`src/rtl/regs_wb_sched.sv`:
```
// regs_wb_sched: GPR write-port scheduler and scoreboard.
//   Shares the register file's single write port between EXU (port A) and
//   LSU (port B) with round-robin arbitration. It tracks the destinations of
//   issued instructions that are not yet written back, and stalls issue on
//   RAW/WAW hazards.
//   Ports: clk_i/rst_i (async active-low reset); iss_* issue-side hazard query
//   with iss_stall_o; a_*/b_* writeback requesters with ready handshakes;
//   wen_o/rd_o/wdata_o register-file write port (one cycle after the grant);
//   pending_o is the scoreboard vector.
//   Optional macro YSYX_23060251_WB_BYPASS_EN adds fwd{1,2}_en_o/fwd{1,2}_data_o.
//   It also lets a source read the value being written in the wen_o cycle.
module regs_wb_sched #(
    parameter int XLEN   = 32,
    parameter int NR_REG = 32,
    parameter int RW     = 5
) (
    input  logic              clk_i,
    input  logic              rst_i,
    input  logic              iss_valid_i,
    input  logic              iss_wen_i,
    input  logic [RW-1:0]     iss_rd_i,
    input  logic [RW-1:0]     iss_rs1_i,
    input  logic [RW-1:0]     iss_rs2_i,
    output logic              iss_stall_o,
    input  logic              a_valid_i,
    input  logic [RW-1:0]     a_rd_i,
    input  logic [XLEN-1:0]   a_data_i,
    output logic              a_ready_o,
    input  logic              b_valid_i,
    input  logic [RW-1:0]     b_rd_i,
    input  logic [XLEN-1:0]   b_data_i,
    output logic              b_ready_o,
    output logic              wen_o,
    output logic [RW-1:0]     rd_o,
    output logic [XLEN-1:0]   wdata_o,
`ifdef YSYX_23060251_WB_BYPASS_EN
    output logic              fwd1_en_o,
    output logic              fwd2_en_o,
    output logic [XLEN-1:0]   fwd1_data_o,
    output logic [XLEN-1:0]   fwd2_data_o,
`endif
    output logic [NR_REG-1:0] pending_o
);
    logic              r_prio_b;
    logic              r_wen;
    logic [RW-1:0]     r_rd;
    logic [XLEN-1:0]   r_wdata;
    logic [NR_REG-1:0] r_pend;
    logic [NR_REG-1:0] w_rd_dec, w_rs1_dec, w_rs2_dec, w_wb_dec, w_a_dec, w_b_dec;
    logic [NR_REG-1:0] w_set, w_clr;
    logic              w_gnt_a, w_gnt_b, w_gnt, w_fire, w_raw1, w_raw2, w_waw;
    logic [RW-1:0]     w_gnt_rd;
    logic [XLEN-1:0]   w_gnt_data;

    // One-hot decodes. Indices >= NR_REG match no bit, so the scoreboard ignores them.
    for (genvar g = 0; g < NR_REG; g++) begin : g_dec
        assign w_rd_dec[g]  = iss_rd_i  == RW'(g);
        assign w_rs1_dec[g] = iss_rs1_i == RW'(g);
        assign w_rs2_dec[g] = iss_rs2_i == RW'(g);
        assign w_wb_dec[g]  = r_rd      == RW'(g);
        assign w_a_dec[g]   = a_rd_i    == RW'(g);
        assign w_b_dec[g]   = b_rd_i    == RW'(g);
    end

    // r_prio_b means B wins a tie. Grants are gated by rst_i so neither port is acked in reset.
    assign w_gnt_a    = rst_i & a_valid_i & (~b_valid_i | ~r_prio_b);
    assign w_gnt_b    = rst_i & b_valid_i & (~a_valid_i | r_prio_b);
    assign w_gnt      = w_gnt_a | w_gnt_b;
    assign w_gnt_rd   = w_gnt_a ? a_rd_i : b_rd_i;
    assign w_gnt_data = w_gnt_a ? a_data_i : b_data_i;
    assign a_ready_o  = w_gnt_a;
    assign b_ready_o  = w_gnt_b;

    // r_pend[0] never sets, so a source of x0 can never hit.
`ifdef YSYX_23060251_WB_BYPASS_EN
    assign fwd1_en_o   = r_wen & (r_rd == iss_rs1_i);
    assign fwd2_en_o   = r_wen & (r_rd == iss_rs2_i);
    assign fwd1_data_o = r_wdata;
    assign fwd2_data_o = r_wdata;
    assign w_raw1      = |(r_pend & w_rs1_dec) & ~fwd1_en_o;
    assign w_raw2      = |(r_pend & w_rs2_dec) & ~fwd2_en_o;
`else
    assign w_raw1      = |(r_pend & w_rs1_dec);
    assign w_raw2      = |(r_pend & w_rs2_dec);
`endif
    assign w_waw       = iss_wen_i & |(r_pend & w_rd_dec);
    assign iss_stall_o = iss_valid_i & (w_raw1 | w_raw2 | w_waw);
    assign w_fire      = iss_valid_i & iss_wen_i & ~iss_stall_o;
    assign w_set       = {NR_REG{w_fire}} & w_rd_dec & {{(NR_REG-1){1'b1}}, 1'b0};
    assign w_clr       = {NR_REG{r_wen}} & w_wb_dec;

    always_ff @(posedge clk_i or negedge rst_i) begin
        if (!rst_i) begin
            r_prio_b <= 1'b0;
            r_wen    <= 1'b0;
            r_rd     <= '0;
            r_wdata  <= '0;
            r_pend   <= '0;
        end else begin
            r_wen  <= w_gnt & (w_gnt_rd != '0);
            r_pend <= (r_pend & ~w_clr) | w_set;
            if (w_gnt) begin
                r_prio_b <= w_gnt_a;
                r_rd     <= w_gnt_rd;
                r_wdata  <= w_gnt_data;
            end
        end
    end

    assign wen_o     = r_wen;
    assign rd_o      = r_rd;
    assign wdata_o   = r_wdata;
    assign pending_o = r_pend;

    a_no_set_clr: assert property (@(posedge clk_i) disable iff (!rst_i) !(|(w_set & w_clr)));
    a_wb_pending: assert property (@(posedge clk_i) disable iff (!rst_i) r_wen |-> |(r_pend & w_wb_dec));
    a_iss_range:  assert property (@(posedge clk_i) disable iff (!rst_i)
                                   iss_valid_i |-> ((|w_rd_dec) & (|w_rs1_dec) & (|w_rs2_dec)));
    a_a_range:    assert property (@(posedge clk_i) disable iff (!rst_i) a_valid_i |-> |w_a_dec);
    a_b_range:    assert property (@(posedge clk_i) disable iff (!rst_i) b_valid_i |-> |w_b_dec);
endmodule

```
`config.mk`:
```
export PLATFORM = sky130hd
export DESIGN_NAME = regs_wb_sched
export DESIGN_NICKNAME = d
export VERILOG_FILES = /design/src/rtl/regs_wb_sched.sv
export SDC_FILE = /design/constraint.sdc
export NUM_CORES = 1
export LEC_CHECK = 0
export BUFFER_PORTS_ARGS = -buffer_cell sky130_fd_sc_hd__buf_2
export CORE_ASPECT_RATIO = 1.4
export CORE_UTILIZATION = 54
export CTS_CLUSTER_SIZE = 28
export DETAILED_ROUTE_END_ITERATION = 8
export GPL_TIMING_DRIVEN = 1
export HOLD_SLACK_MARGIN = 0.15
export PLACE_DENSITY_LB_ADDON = 0.15
export SYNTH_ARGS = -nofsm -noshare
export SYNTH_HDL_FRONTEND = slang
export SYNTH_SLANG_ARGS = --single-unit
```
`constraint.sdc`:
```
create_clock -name clk_i -period 4.35 [get_ports clk_i]
set_input_delay 0.2175 -clock clk_i [delete_from_list [all_inputs] [get_ports clk_i]]
set_output_delay 0.2175 -clock clk_i [all_outputs]
set_load 0.005 [all_outputs]
```
Yosys cells after proc, flatten, opt, wreduce, memory -nomap -nowiden
Index checks and enable logic that the tools add are counted.
W data, S select, Z words.
{"block": "totals", "reg_bits": 71, "inputBits": 95, "out_inout_bits": 73, "wordCells": 165}
{"block": "op_classes", "n_eq_ne": 124, "muxes": 2, "bitwise_logic": 26, "n_reduce_logical": 8}
{"operator": "$eq A5 B5 Y1 const B", "count": 64}
{"operator": "$and A32 B32 Y32", "count": 6}
{"operator": "$eq A5 B4 Y1 const B", "count": 32}
{"operator": "$reduce_or A32 Y1", "count": 3}
{"operator": "$eq A5 B3 Y1 const B", "count": 16}
{"operator": "$eq A5 B2 Y1 const B", "count": 8}
{"operator": "$mux W32", "count": 1}
{"operator": "$not A32 Y32", "count": 1}
{"operator": "$or A32 B32 Y32", "count": 1}
{"operator": "$eq A5 B1 Y1 const B", "count": 4}
{"operator": "$logic_not A5 Y1", "count": 4}
{"operator": "$and A1 B1 Y1", "count": 9}
{"operator": "$mux W5", "count": 1}
{"operator": "$or A1 B1 Y1", "count": 5}
{"operator": "$reduce_bool A5 Y1", "count": 1}
{"operator": "$not A1 Y1", "count": 4}

Logic depth before layout (Yosys ltp)
{"block": "depth", "depth_word": 10, "mapped_depth": 10, "depth_no_buf": 6}

Worst setup path after synthesis
No wires, ideal clock.
{"block": "synth_path", "kind": "flip-flop to flip-flop", "from": "reg r_pend[26] (netlist: pending_o[26])", "to": "reg r_pend[4] (netlist: pending_o[4])", "arrival_ps": 2058, "required_time_ps": 4240, "setup_slack_ps": 2182, "path_stages_with_launch": 8, "synth_period_minus_slack_ps": 2168, "path_cell_list": "dfrtp_1 > mux2_4 > a221o_1 > a311o_1 > o32ai_2 > nand2_2 > buf_6 > o41ai_1"}
{"block": "synth_between", "elab_chain_len": 9, "elab_cells_between_ends": 14, "cone_classes": "11 x bitwise; 3 x reduce/logical"}
{"item": "from (decl)", "line": "48", "text": "logic [NR_REG-1:0] r_pend;"}
{"item": "from (signal assigned)", "line": "101", "text": "r_pend <= (r_pend & ~w_clr) | w_set;"}
{"item": "$and A32 B32 Y32, on equally long branches", "line": "83, 84, 86"}
{"item": "$reduce_or A32 Y1, on equally long branches", "line": "83, 84, 86"}
{"item": "$or A1 B1 Y1 or $and A1 B1 Y1 (tied branches)", "line": "87, 86"}
{"item": "$or A1 B1 Y1 *", "line": "87", "text": "assign iss_stall_o = iss_valid_i & (w_raw1 | w_raw2 | w_waw);"}
{"item": "$and A1 B1 Y1 *", "line": "87"}
{"item": "$not A1 Y1 *", "line": "88", "text": "assign w_fire = iss_valid_i & iss_wen_i & ~iss_stall_o;"}
{"item": "$and A1 B1 Y1 *", "line": "88"}
{"item": "$and A32 B32 Y32 *", "line": "89", "text": "assign w_set = {NR_REG{w_fire}} & w_rd_dec & {{(NR_REG-1){1'b1}}, 1'b0};"}
{"item": "$or A32 B32 Y32 *", "line": "101"}
Mark *: on every way between the ends. The rest lies on a longest branch, timed or not.
A chain may end at the register's enable or synchronous reset.

Worst setup path after layout
{"block": "layout_path", "from": "reg r_pend[19] (netlist: pending_o[19])", "to": "reg r_pend[11] (netlist: pending_o[11])"}
The elaborated chain is that of the path after synthesis.

==> impl_results.md <==
- Status: completed
- Nets: approximately 700
- Die Y: roughly 110 um
- Syn_area_per_cell: about 9.5 um^2
- Routed Antenna Nets: 0
- CTS max path bufs: 2
- Sequential Area: approximately 1800 um^2
- Die area: 8870 um^2
- Fill count: 682
- CTS tree: done
- Layout Skew: about 0.0068 ns
- Synth warnings: 0
- Design area: roughly 5600 um^2
- Vias in the first global route: between 4k and 5k
- Placed instance area: ~5300 um^2
- Post-synthesis cell type count: 61
- Synthesized Nets: roughly 580
- Maximum vdd drop: about 0.26 mV
- Width of the chip: 79.9 um
- Worst slew margin: 0.236
- Fin util: 0.688
- Net Sw Power: around 1.0 mW
- Vias per cell: between 6 and 7
- Fin. Hold Viols: 0
- Largest net degree at the start of global routing: 76
- Placed wire-length estimate: between 10000 and 15000 um
- Period utilization: 0.655
- Clock-pin slew on the worst setup and hold paths: 0.06 ns
- Clock Latency Late Sink: around 0.33 ns
- Starting Density: 0.559
- End of the worst hold path: r_prio_b
- Total negative slack: 0 ns
- Clock Power Share: 0.277
- Worst setup SP type: flip-flop
- Worst min-delay path class: primary input to flip-flop
- Layout cell share with drive strength beyond 1: 0.346
- Post-synth EDFFs: 0
- IO Pins: between 150 and 200
- Row cnt: 39
- Fmax: 351 MHz
- Sequential share of power: 0.424
- Main synth FF type: dfrtp_1
- Logic pwr share: 0.299
- GRT Resource Usage Total: 0.335
- DRT iter0 DRCs: between 500 and 600
- Unrepaired setup endpoints after global routing: false
- Initial antenna violation count: 0
- WS Path Type: flip-flop to flip-flop
- Worst-path fanout max: 31
- LEAKAGE: roughly 2.7 nW
- Arrival @ worst endpoint: 3.05 ns
- CTS root buf: clkbuf_16
- WP data required: roughly 4.6 ns
- CP Launch Point: pending_o[19]
- Post-CTS resize count: 0
- CTS HTree Levels: 3
- Post-CTS Setup Inserts: 0
- Detailed-route DRC error count: 0
- Final setup viols: 0
- Max-cap viol count: 0
- Drt first pass iters: 5
- Internal power: roughly 1.7 mW
- Overflow after GRT: 0
- # diodes: 0
- Flops & latches, synth: 71
- Reg-to-reg startpoint: pending_o[19]
- Reg2Reg Setup Slack: approximately 1.5 ns
- CP Capture Type: flip-flop
- Final Critical Period: between 2 and 3 ns
- Sequential cell area fraction in the yosys report: 0.387
- Via Count: 4628
- Power Dens Cells: 483 nW/um^2
- Syn Inst Count: 483
- # port buffers: 167
- Clock Sinks: 71
- Area Growth Syn to Fin: 23.0%
- R2R depth: 6
- Measured slew at the worst slew-check pin: ~1.1 ns
- R2R Path End: pending_o[11]
- Placer Congestion: 0.981
- Hold path startpoint: b_valid_i
- Multi-input gate area: 2530 um^2
- CTS Buf Count: 9
- Post-CTS Hold Fix Bufs: 0
- Synth Cell Area: between 4000 and 5000 um^2
- Core Box Area: 8200 um^2
- Switching Fraction: 0.367
- Final slew viol count: 0
- DR WL/cell: about 20 um
- Global-route wire length before repair: between 20000 and 25000 um
- WL final: 14500 um
- Post-synthesis async set-or-reset flop share: 1.00
- Worst hold path depth: 2
[cell type report]
class | instances | area share
clock buffer | 12 | 0.0455
clock inverter | 4 | 0.00954
inverter | 10 | 0.00665
multi-input combinational | 358 | 0.449
sequential | 71 | 0.315
tap | 102 | 0.0226
timing repair buffer | 170 | 0.152
[cell usage after synthesis (6+ instances only)]
cell | count | area [um^2]
dfrtp_1 | 71 | 1780
mux2_2 | 12 | 135
nand2_1 | 48 | 180
or3b_2 | 6 | 52.6
a31oi_1 | 8 | 50.1
o21ai_0 | 78 | 390
o41ai_1 | 30 | 263
nor2b_1 | 8 | 50.1
nor2_1 | 10 | 37.5
inv_1 | 10 | 37.5
a21oi_1 | 7 | 35.0
mux2i_1 | 40 | 400
clkbuf_1 | 16 | 60.1
nor3b_1 | 9 | 67.6
nand3b_1 | 10 | 75.1
nand3_1 | 12 | 60.1
buf_6 | 9 | 101
and3b_1 | 6 | 52.6
buf_2 | 11 | 55.1
[state kept, by name, summed over array words and instances, names as in the netlist]
register and count:
pending_o 32, r_prio_b 1, rd_o 5, wdata_o 32
wen_o 1
[cell families after synthesis]
group,Yosys count,share of synthesized area
DFF,71,0.387
and+or+nand+nor,148,0.194
buffers and inverters,54,0.0644
muxes,55,0.128
AOI/OAI and AO/OA,155,0.226
[metrics by stage]
stage	hold WS (ns)	setup WS [ns]	total power, mW	cells
final	0.160	1.50	2.73	727
after detailed placement	0.468	1.52	1.96	711
after CTS	0.156	1.55	2.71	727
after global routing	0.171	1.42	2.85	727
after global placement	0.457	1.61	1.93	711
after floorplan	-0.0781	2.18	1.52	483
[power groups by stage]
| stage | combinational, mW | clock [mW] | sequential [mW] |
|---|---|---|---|
| 2_1_floorplan | 0.505 | 0 | 1.01 |
| 3_3_place_gp | 0.784 | 0 | 1.14 |
| 3_5_place_dp | 0.808 | 0 | 1.15 |
| 4_1_cts | 0.814 | 0.757 | 1.14 |
| 5_1_grt | 0.899 | 0.786 | 1.17 |
| 6_report | 0.816 | 0.755 | 1.16 |
[worst max-delay path by stage]
stage                    end  cells after the start
2_1_floorplan   pending_o[4]                      7
3_3_place_gp    pending_o[8]                      7
3_5_place_dp   pending_o[12]                      7
4_1_cts        pending_o[11]                      6
5_1_grt        pending_o[11]                      6
6_report       pending_o[11]                      6
[per-layer routing]
| layer | track usage | wire length (um) |
|---|---|---|
| met5 | 0 | 0 |
| met4 | 0.204 | 807 |
| met3 | 0.0798 | 1290 |
| met2 | 0.541 | 6910 |
| met1 | 0.398 | 5500 |
[critical path, cell delays in order (launching register included)]
cell and delay (ns):
dfrtp_1 0.48, mux2_4 0.30, and4_4 0.18, nor4_1 0.35, o311ai_1 0.17, or2_1 0.66
o41ai_1 0.56
[cells in the final DEF, fill, tap and decap left out, drive strengths merged, types with 4 or more instances in the layout]
cell type / instances
nand3: 13
or3b: 6
and4b: 4
nor2b: 8
inv: 10
nand3b: 10
mux2: 14
a21oi: 7
o21ai: 78
buf: 170
nor2: 10
clkbuf: 12
o41ai: 32
and3: 5
nand2: 49
dfrtp: 71
a31oi: 8
mux2i: 40
nand4: 5
nor3b: 9
and3b: 6
Note: power is estimated with default switching activity, not from simulation.
